### config.mk
export PLATFORM = sky130hd
export DESIGN_NAME = taxi_baser_rx_block_lock
export DESIGN_NICKNAME = d
export VERILOG_FILES = /design/src/rtl/taxi_baser_pkg.sv /design/src/rtl/taxi_baser_rx_block_lock.sv
export SDC_FILE = /design/constraint.sdc
export NUM_CORES = 1
export LEC_CHECK = 0
export BUFFER_PORTS_ARGS = -buffer_cell sky130_fd_sc_hd__buf_4
export CAP_MARGIN = 10
export CORE_MARGIN = 4
export CORE_UTILIZATION = 50
export DETAILED_ROUTE_END_ITERATION = 12
export GPL_TIMING_DRIVEN = 0
export PLACE_DENSITY = 0.77
export REMOVE_ABC_BUFFERS = 1
export SYNTH_ARGS = -nofsm -noshare
export SYNTH_HDL_FRONTEND = slang
export SYNTH_SLANG_ARGS = --single-unit
### constraint.sdc
create_clock -name clk -period 1.8 [get_ports clk]
set_input_delay 0.54 -clock clk [delete_from_list [all_inputs] [get_ports clk]]
set_output_delay 0.54 -clock clk [all_outputs]
set_load 0.01 [all_outputs]
### src/rtl/taxi_baser_pkg.sv
// Shared BASE-R definitions used by the encoder, the decoder and the
// receive block-lock FSM.
//
// Contents:
//   SYNC_DATA    - sync header that marks a 64-bit data block
//   SYNC_CTRL    - sync header that marks a block carrying control characters
//   sync_hdr_ok  - true for the two legal sync header values
package taxi_baser_pkg;

    localparam logic [1:0] SYNC_DATA = 2'b10;
    localparam logic [1:0] SYNC_CTRL = 2'b01;

    // 2'b00 and 2'b11 never appear on a correctly aligned link.
    function automatic logic sync_hdr_ok(input logic [1:0] hdr);
        return (hdr == SYNC_DATA) || (hdr == SYNC_CTRL);
    endfunction

endpackage

### src/rtl/taxi_baser_rx_block_lock.sv
// BASE-R receive block lock.
//
// Watches the sync headers coming out of the gearbox in windows of 64
// sampled headers. Sixty-four clean headers in a row declare lock. While
// locked, up to 15 bad headers per window are tolerated; the 16th bad
// header, or any bad header while unlocked, drops lock and asks the
// SERDES/gearbox to slip alignment by one bit. After the slip pulse the
// block waits for alignment to settle before testing headers again.
//
// Parameters:
//   HDR_W                - sync header width, must be 2
//   BITSLIP_HIGH_CYCLES  - clocks serdes_rx_bitslip is held high per slip
//   BITSLIP_LOW_CYCLES   - clocks to wait after the slip pulse
//
// Ports:
//   clk                  - clock, rising edge
//   rst                  - asynchronous reset, active high
//   encoded_rx_hdr       - sync header from the gearbox
//   encoded_rx_hdr_valid - header is sampled only when high
//   serdes_rx_bitslip    - registered bit-slip request
//   rx_block_lock        - registered block-lock status
//
// state        | meaning
// -------------+-------------------------------------------------------
// ST_TEST      | counting sampled headers in the current 64-header window
// ST_SLIP_HIGH | bit-slip request asserted, headers ignored
// ST_SLIP_WAIT | bit-slip request released, waiting for alignment to settle
module taxi_baser_rx_block_lock #(
    parameter int HDR_W               = 2,
    parameter int BITSLIP_HIGH_CYCLES = 1,
    parameter int BITSLIP_LOW_CYCLES  = 8
) (
    input  logic             clk,
    input  logic             rst,
    input  logic [HDR_W-1:0] encoded_rx_hdr,
    input  logic             encoded_rx_hdr_valid,
    output logic             serdes_rx_bitslip,
    output logic             rx_block_lock
);

    import taxi_baser_pkg::*;

    if (HDR_W != 2) begin : g_bad_hdr_w
        $fatal(1, "HDR_W must be 2");
    end
    if (BITSLIP_HIGH_CYCLES < 1) begin : g_bad_slip_high
        $fatal(1, "BITSLIP_HIGH_CYCLES must be at least 1");
    end
    if (BITSLIP_LOW_CYCLES < 1) begin : g_bad_slip_low
        $fatal(1, "BITSLIP_LOW_CYCLES must be at least 1");
    end

    localparam int SLIP_MAX = (BITSLIP_HIGH_CYCLES > BITSLIP_LOW_CYCLES) ?
                              BITSLIP_HIGH_CYCLES : BITSLIP_LOW_CYCLES;
    localparam int SLIP_W   = $clog2(SLIP_MAX + 1);

    localparam logic [SLIP_W-1:0] SLIP_HIGH_LOAD = SLIP_W'(BITSLIP_HIGH_CYCLES);
    localparam logic [SLIP_W-1:0] SLIP_LOW_LOAD  = SLIP_W'(BITSLIP_LOW_CYCLES);
    localparam logic [SLIP_W-1:0] SLIP_ONE       = SLIP_W'(1);

    typedef enum logic [1:0] {
        ST_TEST,
        ST_SLIP_HIGH,
        ST_SLIP_WAIT
    } state_t;

    state_t            state, state_next;
    logic [6:0]        sh_cnt, sh_cnt_next;
    logic [4:0]        sh_invalid_cnt, sh_invalid_cnt_next;
    logic [SLIP_W-1:0] slip_cnt, slip_cnt_next;
    logic              bitslip_next;
    logic              lock_next;
    logic              hdr_ok;

    assign hdr_ok = sync_hdr_ok(encoded_rx_hdr);

    always_ff @(posedge clk or posedge rst) begin
        if (rst) begin
            state             <= ST_TEST;
            sh_cnt            <= '0;
            sh_invalid_cnt    <= '0;
            slip_cnt          <= '0;
            serdes_rx_bitslip <= 1'b0;
            rx_block_lock     <= 1'b0;
        end else begin
            state             <= state_next;
            sh_cnt            <= sh_cnt_next;
            sh_invalid_cnt    <= sh_invalid_cnt_next;
            slip_cnt          <= slip_cnt_next;
            serdes_rx_bitslip <= bitslip_next;
            rx_block_lock     <= lock_next;
        end
    end

    always_comb begin
        state_next          = state;
        sh_cnt_next         = sh_cnt;
        sh_invalid_cnt_next = sh_invalid_cnt;
        slip_cnt_next       = slip_cnt;
        bitslip_next        = serdes_rx_bitslip;
        lock_next           = rx_block_lock;

        case (state)
            ST_TEST: begin
                if (encoded_rx_hdr_valid) begin
                    sh_cnt_next = sh_cnt + 7'd1;
                    if (!hdr_ok) begin
                        sh_invalid_cnt_next = sh_invalid_cnt + 5'd1;
                    end

                    // A bad header while unlocked, or the 16th bad header of
                    // a window, means we are misaligned: slip one bit.
                    if (!hdr_ok && (!rx_block_lock || sh_invalid_cnt == 5'd15)) begin
                        state_next          = ST_SLIP_HIGH;
                        lock_next           = 1'b0;
                        bitslip_next        = 1'b1;
                        sh_cnt_next         = '0;
                        sh_invalid_cnt_next = '0;
                        slip_cnt_next       = SLIP_HIGH_LOAD;
                    end else if (sh_cnt == 7'd63) begin
                        // End of window. Only a fully clean window grants
                        // lock; a window with tolerated errors keeps it.
                        if (hdr_ok && sh_invalid_cnt == 5'd0) begin
                            lock_next = 1'b1;
                        end
                        sh_cnt_next         = '0;
                        sh_invalid_cnt_next = '0;
                    end
                end
            end

            ST_SLIP_HIGH: begin
                if (slip_cnt <= SLIP_ONE) begin
                    state_next    = ST_SLIP_WAIT;
                    bitslip_next  = 1'b0;
                    slip_cnt_next = SLIP_LOW_LOAD;
                end else begin
                    slip_cnt_next = slip_cnt - SLIP_ONE;
                end
            end

            ST_SLIP_WAIT: begin
                if (slip_cnt <= SLIP_ONE) begin
                    state_next    = ST_TEST;
                    slip_cnt_next = '0;
                end else begin
                    slip_cnt_next = slip_cnt - SLIP_ONE;
                end
            end

            default: begin
                state_next          = ST_TEST;
                sh_cnt_next         = '0;
                sh_invalid_cnt_next = '0;
                slip_cnt_next       = '0;
                bitslip_next        = 1'b0;
                lock_next           = 1'b0;
            end
        endcase
    end

endmodule

==> summary.txt <==
Hold path
  – Min-delay worst type: in2async

Drt
  – Final antenna-violating net count: 0
  – Pre-antenna DRT Iters: 4
  – Via count: 1127
  – Drc violations: 0
  – Total wire length: 3150 µm
  – DRT iter0 DRCs: 42
  – Drt via density: 6.30
  – Per-cell routed wire length: 17.6 µm

Synthesis
  – Mapped Area: 1220 µm²
  – Synthesized netlist cell count: 125
  – Netlist cell types: 44
  – Sequential-to-total area share from yosys stat: 41.1%
  – Ys Warns: 0
  – Yosys reg bits: 20
  – Mapped Avg Cell Area: 9.74 µm²

GRT
  – Largest net degree at the start of global routing: 21
  – Initial antenna violation count: 0
  – Gr usage total: 18.6%
  – First-pass GRT wire length: 4770 µm
  – Number of global-route vias before repair: 1046
  – Total congestion overflow: 0

Setup path
  – Critical-path top delay cell: dfrtp_1
  – Crit-path max FO: 3
  – Class of the most critical setup path: reg2reg
  – CP max stage delay: 0.43 ns
  – Worst Path Buf+Inv: 1
  – CP delay by family, top: simple AND/OR/NAND/NOR gates
  – Crit end category: flip-flop
  – WP data required: 2.05 ns
  – Most used cell, CP: ha_4
  – Worst path arrival time: 2.15 ns
  – Startpoint types: flip-flop
  – Crit-path cells: ha_4, and3_4, ha_4, nor2b_4, buf_4, o221ai_2, or4_1, o21ai_1

Die
  – Initial core utilization: 54.0%
  – Ports: 7
  – Core ar.: 2250 µm²
  – Die area: 3290 µm²
  – Die Width: 57.3 µm
  – Row count: 17
  – Die height: 57.3 µm

STA
  – Unrepaired setup endpoints after global routing: true
  – Final Hold Violating Endpoints: 0
  – Final Skew: 0.00148 ns
  – Slew headroom: 49.2%
  – WHS: 0.354 ns
  – Worst slew pin tran: 0.761 ns
  – Tmin final: 1.90 ns
  – Final WS setup: -0.103 ns
  – FMAX: 0.525 GHz
  – Final Cycle Share: 106%
  – Fin. max-slew vios: 0
  – # setup viols final: 12

Outcome
  – Outcome: finished, violations left
  – Failing checks: setup timing

Clocking
  – # clock sinks: 20
  – Clk_lat worst skew: 0.31 ns
  – TritonCTS clock tree: yes
  – Hold-fix buffers, CTS: 0
  – Clk pin slew, worst setup/hold paths: 0.11 ns
  – Clock root buffer master: clkbuf_4
  – Max clock buf depth: 2
  – Number of CTS-inserted buffers: 3
  – H-tree depth: 1

Cells and area
  – Area growth, synth to finish: 36.5%
  – Fin util: 73.7%
  – ANT cells: 0
  – Final Non-Filler Cells: 179
  – Fin area: 1660 µm²
  – Final nets: 168
  – Layout cells sized above 1: 40.4%

Power and ir drop
  – Final Power: 0.00248 W
  – Pwr dens: 1490 nW/µm²
  – Largest vdd supply drop: 0.881 mV
  – Pleak: 0.735 nW

Placed design
  – DP Area: 1290 µm²
  – GPL Wtd Cong: 0.792
  – Buffers on Ports: 6
  – Final HPWL DP: 1650 µm
  – Post-placement cell count: 157

Run
  – Max-cap violations: 0
==> stage by stage <==
step / TNS [ns] / setup slack (ns)
finish: -0.805 / -0.103
CTS: -0.413 / -0.109
global placement: -2.61 / -0.319
detailed placement: -2.59 / -0.318
global route: -2.06 / -0.190
floorplan: -0.385 / -0.107
==> synthesized netlist by cell type <==
master | count | area [µm²]
a2111oi_0 | 1 | 8.76
o32a_1 | 2 | 20.0
xnor2_1 | 1 | 8.76
nand3_1 | 6 | 30.0
ha_1 | 11 | 138
or3_1 | 1 | 6.26
a41oi_1 | 2 | 17.5
a21o_1 | 1 | 7.51
dfrtp_1 | 20 | 500
nor2b_1 | 1 | 6.26
mux2_2 | 2 | 22.5
o31ai_1 | 1 | 7.51
o221ai_1 | 1 | 8.76
or2_0 | 1 | 6.26
o211ai_1 | 1 | 7.51
nor2b_4 | 1 | 13.8
or4_1 | 1 | 7.51
xor2_2 | 1 | 16.3
and3_1 | 1 | 6.26
nor3_1 | 5 | 25.0
o21ai_1 | 1 | 5.00
nor4b_1 | 1 | 8.76
a21o_2 | 1 | 8.76
o21a_1 | 1 | 7.51
nand2_1 | 6 | 22.5
o22a_1 | 1 | 8.76
a21bo_2 | 1 | 10.0
inv_1 | 13 | 48.8
a21oi_1 | 4 | 20.0
mux2i_1 | 2 | 20.0
buf_2 | 2 | 10.0
nand2b_1 | 3 | 18.8
nor2_1 | 10 | 37.5
nand4_1 | 1 | 6.26
nor4_1 | 1 | 6.26
o22ai_1 | 2 | 12.5
a311oi_1 | 1 | 8.76
o31a_1 | 2 | 17.5
a31oi_1 | 1 | 6.26
o311ai_1 | 1 | 8.76
o21ai_0 | 5 | 25.0
o221a_2 | 1 | 11.3
and2_1 | 1 | 6.26
o41ai_1 | 2 | 17.5
==> path summary, 6_finish.rpt <==
path | startpoint | slack, ns | end | depth (start not counted)
setup / recovery | sh_invalid_cnt[1]$_DFFE_PP0P_ | -0.10 | sh_cnt[3]$_DFFE_PP0P_ | 8
hold / removal | rst | 0.35 | slip_cnt[2]$_DFFE_PP0P_ | 2
setup reg to reg | sh_invalid_cnt[1]$_DFFE_PP0P_ | -0.10 | sh_cnt[3]$_DFFE_PP0P_ | 8
hold reg to reg | serdes_rx_bitslip$_DFFE_PP0P_ | 0.53 | serdes_rx_bitslip$_DFFE_PP0P_ | 1
max in group asynchronous | rst | 0.97 | sh_invalid_cnt[1]$_DFFE_PP0P_ | 2
min in group clk | serdes_rx_bitslip$_DFFE_PP0P_ | 0.53 | serdes_rx_bitslip$_DFFE_PP0P_ | 1
==> flip-flops by register name, summed over array words and instances, names as in the netlist <==
register / flops
sh_cnt: 7
sh_invalid_cnt: 5
slip_cnt: 4
state: 2
rx_block_lock: 1
serdes_rx_bitslip: 1
==> cells by family (layout without fill, tap and decap cells) <==
group	after synthesis	in the layout	synth area share (%)
and+or+nand+nor	40	40	17.1
AOI/OAI and AO/OA	33	33	20.1
DFF	20	20	41.1
buffers and inverters	15	41	4.83
adders and majority gates	11	11	11.3
muxes	4	4	3.49
xor gates and xnor gates	2	2	2.06
==> routing by layer <==
layer  vias up  GRT usage [%]  part of all wire [%]
met5         -              0                     0
met4         0           8.94                   5.8
met3        21           2.94                   3.4
met2        45           31.6                    53
met1       551           22.9                    37
li1        510              -                     -
==> final cells by class <==
cell class	instances	area [µm²]
Inverter	13	48.8
Sequential cell	20	500
Fill cell	156	593
Clock buffer	4	36.3
Tap cell	28	35.0
Timing Repair Buffer	24	195
Multi-Input combinational cell	90	846
==> power by group <==
group	switching [W]	total [W]	internal, W
sequential	0.0000995	0.000653	0.000554
combinational	0.000837	0.00156	0.000722
clock	0.000142	0.000266	0.000124
total	0.00108	0.00248	0.00140
==> cell usage in the layout, fill, tap and decap left out, types with 2 or more instances in the layout <==
cell type,instances
nor3_1,3
buf_4,20
clkbuf_4,3
ha_1,8
nand2b_1,3
mux2i_1,2
nor3_2,2
buf_6,4
o41ai_2,2
nor2b_4,2
ha_4,2
nor2_2,3
o31a_1,2
o21ai_1,2
dfrtp_1,20
o22ai_2,2
nand3_1,5
o21ai_2,2
mux2_4,2
inv_1,13
nand2_1,5
nor2_1,7
o21ai_0,2
o32a_1,2
a21oi_1,3
==> what timing repair did <==
| action | in CTS | in global routing |
|---|---|---|
| resized for setup | 24 | 19 |
| pin swaps | 12 | 7 |
| setup endpoints to repair | 17 | 19 |
| setup buffers | 10 | 8 |
(Power assumes the default switching activity.)
